**config.mk**
```make
export PLATFORM = sky130hd
export DESIGN_NAME = store_commit_buffer
export DESIGN_NICKNAME = d
export VERILOG_FILES = /design/src/rtl/store_commit_buffer.sv
export SDC_FILE = /design/constraint.sdc
export NUM_CORES = 2
export LEC_CHECK = 0
export CORE_ASPECT_RATIO = 1.1
export CORE_UTILIZATION = 55
export DETAILED_ROUTE_END_ITERATION = 10
export DONT_BUFFER_PORTS = 1
export HOLD_SLACK_MARGIN = 0.12
export PLACE_DENSITY_LB_ADDON = 0.05
export SLEW_MARGIN = 15
export SYNTH_ARGS = -nofsm -noshare
export SYNTH_HDL_FRONTEND = slang
export SYNTH_SLANG_ARGS = --single-unit
```
**constraint.sdc**
```tcl
create_clock -name clk_i -period 28.8 [get_ports clk_i]
set_input_delay 4.32 -clock clk_i [delete_from_list [all_inputs] [get_ports clk_i]]
set_output_delay 4.32 -clock clk_i [all_outputs]
set_load 0.02 [all_outputs]
```
**src/rtl/store_commit_buffer.sv**
```systemverilog
// Store commit buffer: speculative queue (LSU stores awaiting commit) feeding a
// commit queue that drains to the D$ in order through a REQ/WAIT handshake FSM.
// Optional feature macro: STB_PAGE_OFFSET_CHECK_EN (precise load page-offset
// hazard check; default build stalls loads whenever any store is pending).
module store_commit_buffer #(
  parameter int unsigned DEPTH_SPEC   = 4,
  parameter int unsigned DEPTH_COMMIT = 8
) (
  input  logic        clk_i,
  input  logic        rst_ni,
  input  logic        flush_i,
  input  logic        valid_i,
  output logic        ready_o,
  input  logic [63:0] paddr_i,
  input  logic [63:0] data_i,
  input  logic [7:0]  be_i,
  input  logic [1:0]  data_size_i,
  input  logic        commit_i,
  output logic        commit_ready_o,
  output logic        no_st_pending_o,
  output logic        store_buffer_empty_o,
  input  logic [11:0] page_offset_i,
  output logic        page_offset_matches_o,
  output logic        req_o,
  output logic [63:0] addr_o,
  output logic [63:0] wdata_o,
  output logic [7:0]  be_o,
  output logic [1:0]  size_o,
  input  logic        gnt_i,
  input  logic        rvalid_i
);

  localparam int unsigned SPW = $clog2(DEPTH_SPEC);
  localparam int unsigned CMW = $clog2(DEPTH_COMMIT);
  localparam logic [SPW:0] SPEC_FULL   = DEPTH_SPEC[SPW:0];
  localparam logic [CMW:0] COMMIT_FULL = DEPTH_COMMIT[CMW:0];

  typedef struct packed {
    logic [63:0] paddr;
    logic [63:0] data;
    logic [7:0]  be;
    logic [1:0]  size;
  } entry_t;

  typedef enum logic [1:0] {IDLE, REQ, WAIT} state_e;

  entry_t         spec_mem   [DEPTH_SPEC];
  entry_t         commit_mem [DEPTH_COMMIT];
  logic [SPW-1:0] spec_rd, spec_wr;
  logic [SPW:0]   spec_cnt;
  logic [CMW-1:0] commit_rd, commit_wr;
  logic [CMW:0]   commit_cnt;
  state_e         state;

  logic push, commit, pop;

  assign ready_o        = (spec_cnt != SPEC_FULL);
  assign commit_ready_o = (commit_cnt != COMMIT_FULL);
  assign push   = valid_i && ready_o && !flush_i;
  assign commit = commit_i && (spec_cnt != '0) && commit_ready_o;
  assign pop    = (state == WAIT) && rvalid_i;

  // Speculative queue pointers/count; flush discards everything left after a same-cycle commit
  always_ff @(posedge clk_i or negedge rst_ni) begin
    if (!rst_ni) begin
      spec_rd  <= '0;
      spec_wr  <= '0;
      spec_cnt <= '0;
    end else if (flush_i) begin
      spec_rd  <= '0;
      spec_wr  <= '0;
      spec_cnt <= '0;
    end else begin
      if (push)   spec_wr <= spec_wr + 1'b1;
      if (commit) spec_rd <= spec_rd + 1'b1;
      spec_cnt <= spec_cnt + (SPW+1)'(push) - (SPW+1)'(commit);
    end
  end

  // Queue storage: LSU push into spec tail, commit copies spec head into commit tail
  always_ff @(posedge clk_i) begin
    if (push)   spec_mem[spec_wr]     <= '{paddr: paddr_i, data: data_i, be: be_i, size: data_size_i};
    if (commit) commit_mem[commit_wr] <= spec_mem[spec_rd];
  end

  // Commit queue pointers/count; head stays counted until the D$ reports completion
  always_ff @(posedge clk_i or negedge rst_ni) begin
    if (!rst_ni) begin
      commit_rd  <= '0;
      commit_wr  <= '0;
      commit_cnt <= '0;
    end else begin
      if (commit) commit_wr <= commit_wr + 1'b1;
      if (pop)    commit_rd <= commit_rd + 1'b1;
      commit_cnt <= commit_cnt + (CMW+1)'(commit) - (CMW+1)'(pop);
    end
  end

  // Drain FSM; IDLE also reacts to the commit landing this cycle so the request follows one cycle later
  always_ff @(posedge clk_i or negedge rst_ni) begin
    if (!rst_ni) begin
      state <= IDLE;
    end else begin
      case (state)
        IDLE:    if ((commit_cnt != '0) || commit) state <= REQ;
        REQ:     if (gnt_i) state <= WAIT;
        WAIT:    if (rvalid_i) state <= (commit_cnt > (CMW+1)'(1)) ? REQ : IDLE;
        default: state <= IDLE;
      endcase
    end
  end

  assign req_o   = (state == REQ);
  assign addr_o  = commit_mem[commit_rd].paddr;
  assign wdata_o = commit_mem[commit_rd].data;
  assign be_o    = commit_mem[commit_rd].be;
  assign size_o  = commit_mem[commit_rd].size;

  assign no_st_pending_o      = (commit_cnt == '0) && (state == IDLE);
  assign store_buffer_empty_o = (spec_cnt == '0) && no_st_pending_o;

`ifdef STB_PAGE_OFFSET_CHECK_EN
  logic unused_offset_bits;
  assign unused_offset_bits = ^page_offset_i[2:0];

  function automatic logic [SPW-1:0] spec_rel(input logic [SPW-1:0] idx, input logic [SPW-1:0] rd);
    return idx - rd;
  endfunction

  function automatic logic [CMW-1:0] commit_rel(input logic [CMW-1:0] idx, input logic [CMW-1:0] rd);
    return idx - rd;
  endfunction

  // Precise hazard check: any live entry in either queue aliasing the load's double-word offset
  always_comb begin
    page_offset_matches_o = 1'b0;
    for (int unsigned i = 0; i < DEPTH_SPEC; i++) begin
      if (({1'b0, spec_rel(SPW'(i), spec_rd)} < spec_cnt) &&
          (spec_mem[i].paddr[11:3] == page_offset_i[11:3]))
        page_offset_matches_o = 1'b1;
    end
    for (int unsigned i = 0; i < DEPTH_COMMIT; i++) begin
      if (({1'b0, commit_rel(CMW'(i), commit_rd)} < commit_cnt) &&
          (commit_mem[i].paddr[11:3] == page_offset_i[11:3]))
        page_offset_matches_o = 1'b1;
    end
  end
`else
  logic unused_offset_bits;
  assign unused_offset_bits    = ^page_offset_i;
  assign page_offset_matches_o = !store_buffer_empty_o;
`endif

endmodule

```
# ---- Yosys cells after proc, flatten, opt, wreduce, memory -nomap -nowiden
# Memory sizes are Yosys's and may differ from the RTL's.
# Index checks and enable logic that the tools add are counted.
dict set report totals {
  reg_bits 19
  in_bits 157
  out_inout_bits 144
  mem_count 2
  word_cells 57
  ram_bits 1656
}
# memory words word_bits read_ports rd_clocked_by_memory_dff wr line
set memory_table {}
lappend memory_table {commit_mem 8 138 1 0 1 48} ;# entry_t commit_mem [DEPTH_COMMIT];
lappend memory_table {spec_mem 4 138 1 0 1 47} ;# entry_t spec_mem [DEPTH_SPEC];
dict set report op_classes {
  addsub 8
  order_cmp 1
  eq_ne 7
  n_reduce_logical 18
  muxes 14
}
# operator count
set ops {}
lappend ops {{$mux 2} 7}
lappend ops {{$logic_and 1x1->1} 7}
lappend ops {{$add 3x1->3 const B} 2}
lappend ops {{$pmux 2 s3} 1}
lappend ops {{$mux 1} 5}
lappend ops {{$add 2x1->2 const B} 2}
lappend ops {{$add 4x1->4} 1}
lappend ops {{$gt 4x1->1 const B} 1}
lappend ops {{$logic_not 4->1} 1}
lappend ops {{$ne 2x2->1 const B} 2}
lappend ops {{$ne 4x4->1 const B} 1}
lappend ops {{$reduce_bool 2->1} 2}
lappend ops {{$reduce_bool 4->1} 1}
lappend ops {{$sub 4x1->4} 1}
lappend ops {{$add 3x1->3} 1}
lappend ops {{$logic_not 3->1} 1}
lappend ops {{$mux 3} 1}
lappend ops {{$ne 3x3->1 const B} 1}
lappend ops {{$reduce_and 3->1} 1}
lappend ops {{$reduce_bool 3->1} 1}
lappend ops {{$sub 3x1->3} 1}
lappend ops {{$eq 2x1->1 const B} 1}
lappend ops {{$eq 2x2->1 const B} 1}
lappend ops {{$logic_not 1->1} 2}
lappend ops {{3 further kinds} 3}

# ---- Longest topological paths before layout
dict set report depth {
  depth_word 6
  ltp_mapped 14
  mapped_depth_nobuf 13
}

# ---- Worst setup path after synthesis
# Ideal clock, no wire load.
dict set report synth_path {
  path_type {input port to flip-flop}
  startpoint {input port commit_i}
  endpoint {memory commit_mem[0][0] (netlist name), enable pin}
  arrival_time_ns 17.660
  setup_ns 0.973
  required_time_ns 27.827
  cell_stages 3
  path_slack_ns 10.167
  cell_sequence {o31a_1 nand2_2 nor4_1}
}
dict set report synth_between {
  elab_chain_cells 4
}
# element line
set synth_lines {}
lappend synth_lines {{start, declared} 18} ;# input logic commit_i,
lappend synth_lines {{$logic_and 1x1->1 (2 in a row)} 60} ;# assign commit = commit_i && (spec_cnt != '0) && commit_ready_o;
lappend synth_lines {{$mux 1} 83} ;# if (commit) commit_mem[commit_wr] <= spec_mem[spec_rd];
lappend synth_lines {{$mux 1 (not written as such)} 83}
lappend synth_lines {{end, declared} 48}
# No other way between the ends.

# ---- Worst setup path after layout
dict set report layout_path {
  startpoint {register commit_rd[0]}
  endpoint {output port wdata_o[53]}
}
dict set report layout_between {
  elab_chain_cells 1
}
# element line
set layout_lines {}
lappend layout_lines {{start, declared} 51} ;# logic [CMW-1:0] commit_rd, commit_wr;
lappend layout_lines {{start signal, assigned} 94} ;# if (pop) commit_rd <= commit_rd + 1'b1;
lappend layout_lines {{$mem_v2 8x138} --}
lappend layout_lines {{end, declared} 26} ;# output logic [63:0] wdata_o,
# No other way between the ends.

==> run metrics <==
status=completed; RSZ-0062 raised after global routing=no; setup_tns=0 ps; Worst-path clk slew=60 ps; Placed Area=0.0644 mm²; Synth Area in XOR/XNOR=0.000978; CTS hold repair buffers=0; dpl cells=3883; peak supply drop=0.0753 mV; Routed WL per cell=30.4 µm; crit-path max FO=54; placer congestion estimate=0.718; vias=25506; Synth Area in Simple Gates=0.00385; Critical Path Source Type=register; FFs w/ async S/R, synth=0.0113; first-pass GRT wire length=184 mm; mapped cell area=0.0627 mm²; cell taking the most area after synthesis=edfxtp_1; CTS sink count=1675; Logic pwr share=0.246; post-synthesis instance total=2437; Layout area overhead=10.4%; top post-synthesis cells by area=edfxtp_1, mux4_2, mux4_1; adder-cell share of the synthesized area=0.00343; Fillers=7660; Final ANT Viol Nets=0; PostCTS Resize Cnt=0; CP max stage delay=960 ps; part of the power in the clock network=0.283; CTS tree=done; Max-cap violations=0; skew final=17.9 ps; hpwl dp=64.8 mm; Max Transition Viols Final=0; total grt overflow=0; max_slew headroom=0.218; Design Area, Final=0.0692 mm²; post-synthesis mux area share=0.178; initial antenna violation count=3; fraction of the mapped netlist area in compound gates=0.00110; Max Clk Rate=0.111 GHz; Synth cell types=35; Final nets=2716; Tightest Hold Check Type=reg2reg; internal power=4.89 mW; crit path cell chain=buf_4, buf_4, mux4_1, mux2_2; Yosys top cell area share=0.793; Arr. time, crit path=4680 ps; largest net degree at the start of global routing=147; main flop type after synthesis=edfxtp_1; most frequent CP cell=buf_4; GR Util All Layers=0.226; Switching Fraction=0.287; Post-Syn Area per Cell=25.7 µm²; FF+latch count, synth=1675; WL final=126 mm; Post-CTS Setup Inserts=0; number of synthesized flops with an enable pin=1656; Finish-stage setup viols=0; fraction of layout cells with a size suffix above 1=0.290; Net Switching=1.97 mW; critical path class=reg2out; Die Footprint=0.115 mm²; Initial DRT Pass Iterations=5; largest family of logic cells by synthesized area=multiplexers; top post-synthesis cells by count=edfxtp_1, mux4_2, mux2_2, mux4_1, clkbuf_1; vias per cell=6.14; die width=324 µm; I/O pins=301; Setup crit end kind=primary output; Max clock buf depth=3; Core Area=0.113 mm²; min cycle time layout=9000 ps; power share of the sequential group=0.471; Finished Layout Cells=4156; DRC=0; syn nets=2610; warnings from Yosys=0; Critical Path RT=24480 ps; root buffer cell=clkbuf_16; First DRT Iteration DRCs=1981; site row count=129; Leak=21.4 nW; worst hold slack=579 ps; Crit-path slowest cell=buf_4; vias in the first global route=27465; Starting Density=0.556; register area share after synthesis=0.801; clk_lat worst skew=770 ps; P per Cell Area=99.1 mW/mm²; Vert. Die Dim=356 µm; Hold Vio Cnt, Final=0; htree depth=4; number of buffers added on ports=0; Final Cycle Share=0.313; most common cell in the synthesized netlist=edfxtp_1; cts bufs inserted=164; Worst-Margin Slew=1170 ps
[power groups by stage]
stage | Combinational [mW] | Clock (mW) | Sequential [mW]
after floorplan | 1.37 | 0 | 3.24
after global placement | 1.70 | 0 | 3.26
after detailed placement | 1.73 | 0 | 3.28
after CTS | 1.74 | 1.99 | 3.23
after global routing | 1.81 | 2.07 | 3.25
final | 1.69 | 1.94 | 3.23
[final timing paths]
kind,endpoint,slack (ps),cells past startpoint,start
hold reg to reg,commit_cnt[0],580,1,commit_cnt[0]
max in group asynchronous,spec_rd[0],25470,0,rst_ni
setup reg to reg,commit_mem[5][86],24600,7,commit_cnt[2]
setup / recovery,wdata_o[53],19800,4,commit_rd[0]
hold / removal,commit_cnt[0],580,1,commit_cnt[0]
min in group asynchronous,spec_cnt[1],3240,0,rst_ni
[area by class of cell]
cell class              instances  area [µm²]  area share
multi-input cells             634       11800       0.171
repair buffers                 52         428     0.00618
diodes                          1        2.50   0.0000362
flip-flops and latches       1675       50200       0.726
clock inverters                66         384     0.00555
inverters                      16        60.1    0.000868
well taps                    1506        1880      0.0272
clock buffers                 206        4410      0.0637
[per-layer routing]
| layer | vias to the layer above | part of all wire | global-route usage |
|---|---|---|---|
| met3 | 158 | 0.070 | 0.0610 |
| met2 | 634 | 0.51 | 0.374 |
| met5 | - | 0.00010 | 0 |
| li1 | 10751 | - | - |
| met1 | 13961 | 0.40 | 0.297 |
| met4 | 2 | 0.018 | 0.0622 |
[cells in the final DEF (no fill, tap or decap), types with 5 or more instances in the layout]
| cell | synthesis | layout |
|---|---|---|
| clkinv_2 | 0 | 28 |
| nand2b_1 | 5 | 5 |
| mux4_2 | 348 | 348 |
| edfxtp_1 | 1656 | 1656 |
| mux4_1 | 66 | 66 |
| dfrtp_4 | 0 | 5 |
| clkbuf_16 | 0 | 171 |
| ha_1 | 14 | 14 |
| mux2_2 | 142 | 142 |
| clkinv_1 | 0 | 30 |
| clkbuf_1 | 33 | 35 |
| nand3_1 | 5 | 5 |
| inv_1 | 16 | 16 |
| dfrtp_1 | 19 | 14 |
| buf_4 | 0 | 49 |
[critical path: cells and delay by family (launching register included)]
family / cells / cell delay, ps
buffers and inverters: 2 / 1830
flip-flops: 1 / 910
multiplexers: 2 / 1030
[cells by family after synthesis]
group / count (synthesis)
xor+xnor: 7
fa+ha+maj: 16
mux: 556
compound gates: 11
simple gates: 44
flops: 1675
buf+inv: 128
[registers in the layout, indices dropped and copies added (netlist names)]
name,flops
commit_wr,3
spec_rd,2
spec_wr,2
commit_cnt,4
commit_mem,1104
state,2
spec_cnt,3
commit_rd,3
spec_mem,552
[per-stage QoR]
step	total power, mW	utilization	worst slack, ps
floorplan	4.61	-	10170
global placement	4.96	0.572	20470
detailed placement	5.02	0.572	20430
CTS	6.96	0.614	19570
global route	7.14	0.614	19420
finish	6.86	0.614	19800
No activity file was read; power rests on OpenSTA's default activity.
